--- config.mk ---
export PLATFORM = sky130hd
export DESIGN_NAME = sad_disparity_search
export DESIGN_NICKNAME = d
export VERILOG_FILES = /design/src/rtl/sad_disparity_search.sv
export SDC_FILE = /design/constraint.sdc
export NUM_CORES = 2
export LEC_CHECK = 0
export BUFFER_PORTS_ARGS = -buffer_cell sky130_fd_sc_hd__buf_2
export CAP_MARGIN = 20
export CELL_PAD_IN_SITES_DETAIL_PLACEMENT = 0
export CELL_PAD_IN_SITES_GLOBAL_PLACEMENT = 1
export CORE_MARGIN = 2
export CORE_UTILIZATION = 45
export CTS_CLUSTER_DIAMETER = 150
export DETAILED_ROUTE_END_ITERATION = 16
export GPL_ROUTABILITY_DRIVEN = 0
export HOLD_SLACK_MARGIN = 0.15
export PLACE_DENSITY_LB_ADDON = 0.1
export SLEW_MARGIN = 20
export SYNTH_ARGS = -nofsm -noshare
export SYNTH_HDL_FRONTEND = slang
export SYNTH_SLANG_ARGS = --single-unit
--- constraint.sdc ---
create_clock -name clk_in -period 12.55 [get_ports clk_in]
set_input_delay 2.51 -clock clk_in [delete_from_list [all_inputs] [get_ports clk_in]]
set_output_delay 2.51 -clock clk_in [all_outputs]
set_load 0.03 [all_outputs]
--- src/rtl/sad_disparity_search.sv ---
// Stereo SAD disparity search: holds sliding left/right column windows and, per accepted column,
// scans disparities 0..MAX_DISP one per cycle, reporting best disparity, SAD, depth and confidence.
module sad_disparity_search #(
  parameter int unsigned KERNEL_WIDTH = 3,
  parameter int unsigned MAX_DISP     = 10,
  parameter int unsigned PIX_WIDTH    = 8,
  localparam int unsigned SAD_W       = PIX_WIDTH + $clog2(KERNEL_WIDTH * KERNEL_WIDTH),
  localparam int unsigned DISP_W      = $clog2(MAX_DISP + 1)
) (
  input  logic                              clk_in,
  input  logic                              rst_in,
  input  logic [KERNEL_WIDTH*PIX_WIDTH-1:0] left_col_in,
  input  logic [KERNEL_WIDTH*PIX_WIDTH-1:0] right_col_in,
  input  logic [10:0]                       hcount_in,
  input  logic [9:0]                        vcount_in,
  input  logic                              valid_in,
  output logic                              ready_out,
  input  logic                              tie_mode_in,
  input  logic [SAD_W-1:0]                  max_sad_in,
  output logic                              valid_out,
  input  logic                              ready_in,
  output logic [DISP_W-1:0]                 disparity_out,
  output logic [SAD_W-1:0]                  sad_out,
  output logic [7:0]                        depth_out,
  output logic                              confident_out,
  output logic [10:0]                       hcount_out,
  output logic [9:0]                        vcount_out
);

  localparam int unsigned RWIN   = KERNEL_WIDTH + MAX_DISP;
  localparam int unsigned FILL_W = $clog2(RWIN + 1);

  typedef enum logic [1:0] {StIdle, StSearch, StOut} state_e;
  typedef logic [KERNEL_WIDTH-1:0][PIX_WIDTH-1:0] col_t;

  state_e            state_q, state_d;
  col_t              l_q [KERNEL_WIDTH];
  col_t              r_q [RWIN];
  logic [FILL_W-1:0] fill_q;
  logic [DISP_W-1:0] d_q;
  logic              tie_q;
  logic [SAD_W-1:0]  max_sad_q;
  logic [10:0]       hcount_q;
  logic [9:0]        vcount_q;
  logic [SAD_W-1:0]  best_sad_q, best_sad_d;
  logic [DISP_W-1:0] best_disp_q, best_disp_d;
  logic [DISP_W-1:0] res_disp_q;
  logic [SAD_W-1:0]  res_sad_q;
  logic [7:0]        res_depth_q, depth_d;
  logic              res_conf_q, conf_d;

  logic              accept;
  logic              last_d;
  logic              take;
  logic [SAD_W-1:0]  sad_cur;
  logic [7:0]        depth_lut [MAX_DISP+1];

  for (genvar i = 0; i <= MAX_DISP; i++) begin : g_depth_lut
    assign depth_lut[i] = 8'((i * 255) / MAX_DISP);
  end

  assign ready_out = (state_q == StIdle);
  assign accept    = valid_in && ready_out;
  assign last_d    = (d_q == DISP_W'(MAX_DISP));

  always_comb begin
    state_d = state_q;
    unique case (state_q)
      StIdle:   if (valid_in) state_d = StSearch;
      StSearch: if (last_d) state_d = StOut;
      StOut:    if (ready_in) state_d = StIdle;
      default:  state_d = StIdle;
    endcase
  end

  always_ff @(posedge clk_in or negedge rst_in) begin
    if (!rst_in) state_q <= StIdle;
    else         state_q <= state_d;
  end

  // SAD between the left window and the right window offset by the current disparity.
  always_comb begin : p_sad
    logic signed [PIX_WIDTH:0] diff;
    logic [PIX_WIDTH-1:0]      absd;
    sad_cur = '0;
    diff    = '0;
    absd    = '0;
    for (int c = 0; c < KERNEL_WIDTH; c++) begin
      for (int r = 0; r < KERNEL_WIDTH; r++) begin
        diff    = $signed({1'b0, l_q[c][r]}) - $signed({1'b0, r_q[c + int'(d_q)][r]});
        absd    = diff[PIX_WIDTH] ? PIX_WIDTH'(-diff) : PIX_WIDTH'(diff);
        sad_cur = sad_cur + SAD_W'(absd);
      end
    end
  end

  // tie_q == 0 lets equal SADs at larger disparities win.
  always_comb begin
    take        = (d_q == '0) || (sad_cur < best_sad_q) || ((sad_cur == best_sad_q) && !tie_q);
    best_sad_d  = take ? sad_cur : best_sad_q;
    best_disp_d = take ? d_q : best_disp_q;
    conf_d      = (fill_q == FILL_W'(RWIN)) && (best_sad_d <= max_sad_q);
    depth_d     = conf_d ? depth_lut[best_disp_d] : 8'd0;
  end

  always_ff @(posedge clk_in or negedge rst_in) begin
    if (!rst_in) begin
      for (int c = 0; c < KERNEL_WIDTH; c++) l_q[c] <= '0;
      for (int c = 0; c < RWIN; c++)         r_q[c] <= '0;
      fill_q      <= '0;
      d_q         <= '0;
      tie_q       <= 1'b0;
      max_sad_q   <= '0;
      hcount_q    <= '0;
      vcount_q    <= '0;
      best_sad_q  <= '0;
      best_disp_q <= '0;
      res_disp_q  <= '0;
      res_sad_q   <= '0;
      res_depth_q <= '0;
      res_conf_q  <= 1'b0;
    end else if (accept) begin
      for (int c = KERNEL_WIDTH - 1; c > 0; c--) l_q[c] <= l_q[c-1];
      for (int c = RWIN - 1; c > 0; c--)         r_q[c] <= r_q[c-1];
      l_q[0]    <= left_col_in;
      r_q[0]    <= right_col_in;
      hcount_q  <= hcount_in;
      vcount_q  <= vcount_in;
      tie_q     <= tie_mode_in;
      max_sad_q <= max_sad_in;
      d_q       <= '0;
      if (hcount_in == '0) begin
        fill_q <= FILL_W'(1);
      end else if (fill_q != FILL_W'(RWIN)) begin
        fill_q <= fill_q + FILL_W'(1);
      end
    end else if (state_q == StSearch) begin
      best_sad_q  <= best_sad_d;
      best_disp_q <= best_disp_d;
      if (last_d) begin
        res_disp_q  <= best_disp_d;
        res_sad_q   <= best_sad_d;
        res_depth_q <= depth_d;
        res_conf_q  <= conf_d;
      end else begin
        d_q <= d_q + DISP_W'(1);
      end
    end
  end

  assign valid_out     = (state_q == StOut);
  assign disparity_out = res_disp_q;
  assign sad_out       = res_sad_q;
  assign depth_out     = res_depth_q;
  assign confident_out = res_conf_q;
  assign hcount_out    = hcount_q;
  assign vcount_out    = vcount_q;

endmodule

# == After elaboration in Yosys (flattened, before gate mapping) ==
# Memory sizes are Yosys's and may differ from the RTL's.
# Cells that the tools add are included.
# op_classes
addsub,30
n_lt_le_gt_ge,6
n_eq_ne,10
muxes,32
bitwise,5
reduce_logical,16
# ops
cell,n
24-bit binary-select mux with 4-bit select,3
24-bit 2-to-1 mux,6
32-bit by 5-bit >= comparator with 1-bit output (second input constant),3
8-bit 2-to-1 mux,12
8-bit by 8-bit subtractor with 9-bit output,9
8-bit negation,9
5-bit NOT with 32-bit output,2
12-bit by 8-bit adder with 12-bit output,4
4-bit NOT with 32-bit output,1
4-bit 2-to-1 mux,6
11-bit by 8-bit adder with 12-bit output,1
12-bit equality test,1
12-bit <= comparator,1
12-bit < comparator,1
12-bit 2-to-1 mux,1
10-bit by 8-bit adder with 11-bit output,1
11-bit logical NOT,1
9-bit by 8-bit adder with 10-bit output,1
8-bit by 8-bit adder with 9-bit output,1
4-bit by 1-bit adder with 4-bit output (second input constant),2
4-bit equality test (second input constant),2
2-bit 2-to-1 mux,3
2-bit != test (second input constant),3
2-bit case mux with 3 select lines,1
other kinds (17),24
# totals
ff_bits,469
rom_bits,128
inputBits,86
output_inout_bits,48
elab_cells,161
memories,1
# memory_table
memory,depth,word_bits,read_ports,rd_clocked_by_memory_dff,write_ports,line,text
(no name shown),16,8,1,0,0,103,depth_d = conf_d ? depth_lut[best_disp_d] : 8'd0;

# == Logic depth before layout (Yosys ltp) ==
# logic_depth
ltp_word,24
ltp_mapped,50
ltp_nobuf,44

# == Worst setup path before layout ==
# Ideal clock, no wire load.
# synth_timing
kind,register -> register
start,reg d_q[0]
end,"reg res_depth_q[5], in the netlist depth_out[5]"
setup_ns,0.081
t_arrival_ns,10.965
t_required_ns,12.469
path_slack_ns,1.505
stages_incl_launch_ff,45
cell_sequence,dfrtp_1 clkbuf_1 buf_2 inv_1 ha_1 buf_2 clkbuf_1 buf_1 mux4_2 a221oi_1 ha_1 a21oi_1 o21ai_0 o31a_1 o21ai_0 nand2b_1 nor2b_1 xor2_1 (+9 left out) xnor2_1 ha_1 and4_1 and3_4 a21boi_1 o41a_1 buf_6 buf_2 mux2i_1 inv_1 ha_1 nor2b_1 o211ai_1 a211o_1 a21oi_1 nor4_2 or3b_1 o211ai_2
# synth_via
word_cells_on_any_way,66
# synth_lines
element,line,text
start: declaration,40,logic [DISP_W-1:0] d_q;
start signal: assignment,146,d_q <= d_q + DISP_W'(1);
4-bit NOT with 32-bit output (not written as such),90,"diff = $signed({1'b0, l_q[c][r]}) - $signed({1'b0, r_q[c + int'(d_q)][r]});"
24-bit binary-select mux with 4-bit select,90,
24-bit 2-to-1 mux (not written as such) (2 in a row),90,
8-bit by 8-bit subtractor with 9-bit output,90,
8-bit negation,91,absd = diff[PIX_WIDTH] ? PIX_WIDTH'(-diff) : PIX_WIDTH'(diff);
8-bit 2-to-1 mux,91,
8-bit by 8-bit adder with 9-bit output,92,sad_cur = sad_cur + SAD_W'(absd);
9-bit by 8-bit adder with 10-bit output,92,
(+6 left out),-,
12-bit < comparator or 12-bit equality test (tied branches),99,take = (d_q == '0) || (sad_cur < best_sad_q) || ((sad_cur == best_sad_q) && !tie_q);
1-bit logical OR or 1-bit logical AND (tied branches),99,
1-bit logical OR,99,
12-bit 2-to-1 mux (*),100,best_sad_d = take ? sad_cur : best_sad_q;
via best_sad_d[1],45,"logic [SAD_W-1:0] best_sad_q, best_sad_d;"
12-bit <= comparator (*),102,conf_d = (fill_q == FILL_W'(RWIN)) && (best_sad_d <= max_sad_q);
1-bit logical AND (*),102,
8-bit 2-to-1 mux (*),103,
end signal: assignment,143,res_depth_q <= depth_d;
end: declaration,49,"logic [7:0] res_depth_q, depth_d;"
# Mark *: on every way through the listed nets, which the timed path passes. The rest lies on a longest branch. The select of a mux whose other input is x is not followed.
# A chain may end at the register's enable or synchronous reset.

# == Worst setup path in the final report ==
# layout_timing
start,reg d_q[2]
end,"reg res_depth_q[5], in the netlist depth_out[5]"
# The elaborated chain is that of the path after synthesis.

==> results.md <==
* First-pass GRT wire length at around 140 mm
* CP Buf/Inv Count at 6
* Syn Std Cell Area at just over 30000 um^2
* Synthesized area per cell at slightly above 9 um^2
* Wirelength per Cell at about 21 um
* Most frequent cells in the layout: nand2_1 (1430), dfrtp_1 (466), mux4_2 (216), buf_2 (132), inv_1 (131)
* Number of global-route vias before repair at 24.6k
* Rows at between 90 and 100
* Via count at 25.2k
* Initial antenna violation count at 0
* Most common cell after layout, fill and taps aside: nand2_1
* Post-synthesis sequential area ratio at 0.378
* Placed cell count at 4249
* DR pass1 iterations at 6
* Setup CP Type: reg -> reg
* Port Buffers at ~130
* Post-synth EDFFs at 0
* Final wirelength at 93.2 mm
* CTS Hold Bufs at 0
* CTS tree: done
* Diode count at 0
* Die ar. at 71000 um^2
* Largest net degree at the start of global routing at between 200 and 250
* Worst setup EP type: flop
* Fin crit period at roughly 12000 ps
* Synth cell types at slightly below 70
* Achievable frequency at 83.6 MHz
* Reg clk slew, reported paths at 60 ps
* Primary FF master, synth: dfrtp_1
* Worst EP required at 13080 ps
* Synth async-reset ratio at 1.00
* Antenna-violating nets left at 0
* Peak fanout along the critical path at 25
* YS warnings at 0
* Overall Global Routing Usage at 0.262
* Clock sink total at ~470
* Synth-to-Final Area Change at 11.3%
* CP max stage cell: nor2b_2
* Total nets after synthesis at 3651
* Die Span X at 266 um
* Fillers at 6357
* Worst EP arrival at between 10000 and 15000 ps
* RSZ-0062 raised after global routing: no
* Slew headroom at 0.269
* Nets@finish at approximately 3.7k
* Final Instance Count excl. Fillers at 4355
* TNS Setup at 0 ps
* Mapped Cells at roughly 3.4k
* Startpoint types: flop
* # setup viols final at 0
* Final Skew at approximately 21 ps
* Final setup margin at 594 ps
* CTS Buf Count at 53
* Post-DP HPWL at around 63 mm
* Pre-CTS setup slack at 214 ps
* Max stage delay on crit path at 610 ps
* Family with the most delay on the worst path: adder cells
* H-tree depth at 2
* Period utilisation layout at 0.953
* Clock root buffer: clkbuf_16
* Drt initial violations at approximately 2.3k
* Final core utilization at 0.505
* Starting Density at 0.453
* Die Ht at roughly 270 um
* DRC viols at 0
* Worst hold path type: reg -> reg
* Grt ovf at 0
* Vias per cell at 5.80
* Clock Tree Buf Depth at 3
* Final Max Slew Viols at 0
* I/O Pins at 134
* CORE AREA at just under 70000 um^2
* Max-cap violations at 0
* CP dominant cell by count: fa_1
* Status: completed
* Worst-Margin Slew at ~1100 ps
* Clk Latency, worst-skew pair at 630 ps
* Layout cells sized above 1 at 0.155
* FF+latch count, synth at 468
* Final hold vios at 0
## layer usage
metal | track usage | wire (um) | up-vias
met5 | 0 | 0 | -
met4 | 0.0709 | 2260 | 0
met3 | 0.0369 | 6370 | 133
met2 | 0.402 | 42500 | 862
met1 | 0.389 | 42000 | 12667
li1 | - | - | 11582
## through the flow
step	hold slack [ps]	instance area (um^2)
after floorplan	446	31000
after global placement	452	32600
final	469	34500
after CTS	472	34300
after detailed placement	457	32600
after global routing	491	34500
## synth_stat cells (14+ instances only)
library cell	number	area (um^2)
a21o_1	17	128
a21oi_1	129	646
a221oi_1	61	534
buf_1	17	63.8
buf_2	25	125
clkbuf_1	150	563
dfrtp_1	468	11700
fa_1	63	1260
ha_1	131	1640
inv_1	131	492
mux2i_1	21	210
mux4_2	216	4860
nand2_1	1431	5370
nand2b_1	14	87.6
nand3_1	23	115
nor2_1	73	274
nor2b_1	21	131
nor3_1	25	125
o21a_1	15	113
o21ai_0	110	551
xnor2_1	71	622
xor2_1	24	210
## logic make-up after synthesis
group | synth area share
buffers and inverters | 0.0410
and+or+nand+nor | 0.206
muxes | 0.168
xor gates and xnor gates | 0.0268
AOI/OAI and AO/OA | 0.0867
DFF | 0.378
adders and majority gates | 0.0936
## sequential cells by signal (all words and copies together), names as in the netlist, 7 cells and up
register,count
sad_out,12
vcount_out,10
depth_out,7
max_sad_q,12
l_q,72
best_sad_q,12
hcount_out,11
r_q,312
## worst paths after layout
path                                            startpoint  slack (ps)                    endpoint  cells after the start
worst max-delay path                    d_q[2]$_DFFE_PN0P_         590    depth_out[5]$_DFFE_PN0P_                     41
worst min-delay path            hcount_out[10]$_DFFE_PN0P_         470  hcount_out[10]$_DFFE_PN0P_                      2
worst max register to register          d_q[2]$_DFFE_PN0P_         590    depth_out[5]$_DFFE_PN0P_                     41
worst min register to register  hcount_out[10]$_DFFE_PN0P_         470  hcount_out[10]$_DFFE_PN0P_                      2
max in group asynchronous                           rst_in        8310        r_q[292]$_DFFE_PN0P_                      3
min in group asynchronous                           rst_in        1990    max_sad_q[5]$_DFFE_PN0P_                      1
## worst min-delay path, cell delays in order, from the launching register on
cell and delay, ps:
dfrtp_1 330, nand2_1 50, nand2_1 60
## final cells by class
cell class,instances,area (um^2),area share
flip-flops and latches,468,11700,0.340
well taps,882,1100,0.0320
repair buffers,200,1370,0.0398
clock buffers,78,1530,0.0444
inverters,131,492,0.0143
clock inverters,19,156,0.00453
multi-input cells,2577,18100,0.525
## what timing repair did
item | in CTS | in global routing
setup buffers | 0 | 4
setup endpoints to repair | 0 | 8
gates resized for setup | 0 | 13
Power is not shown: default switching activity piles up to over one toggle a cycle in this logic, so the estimate is an artifact.
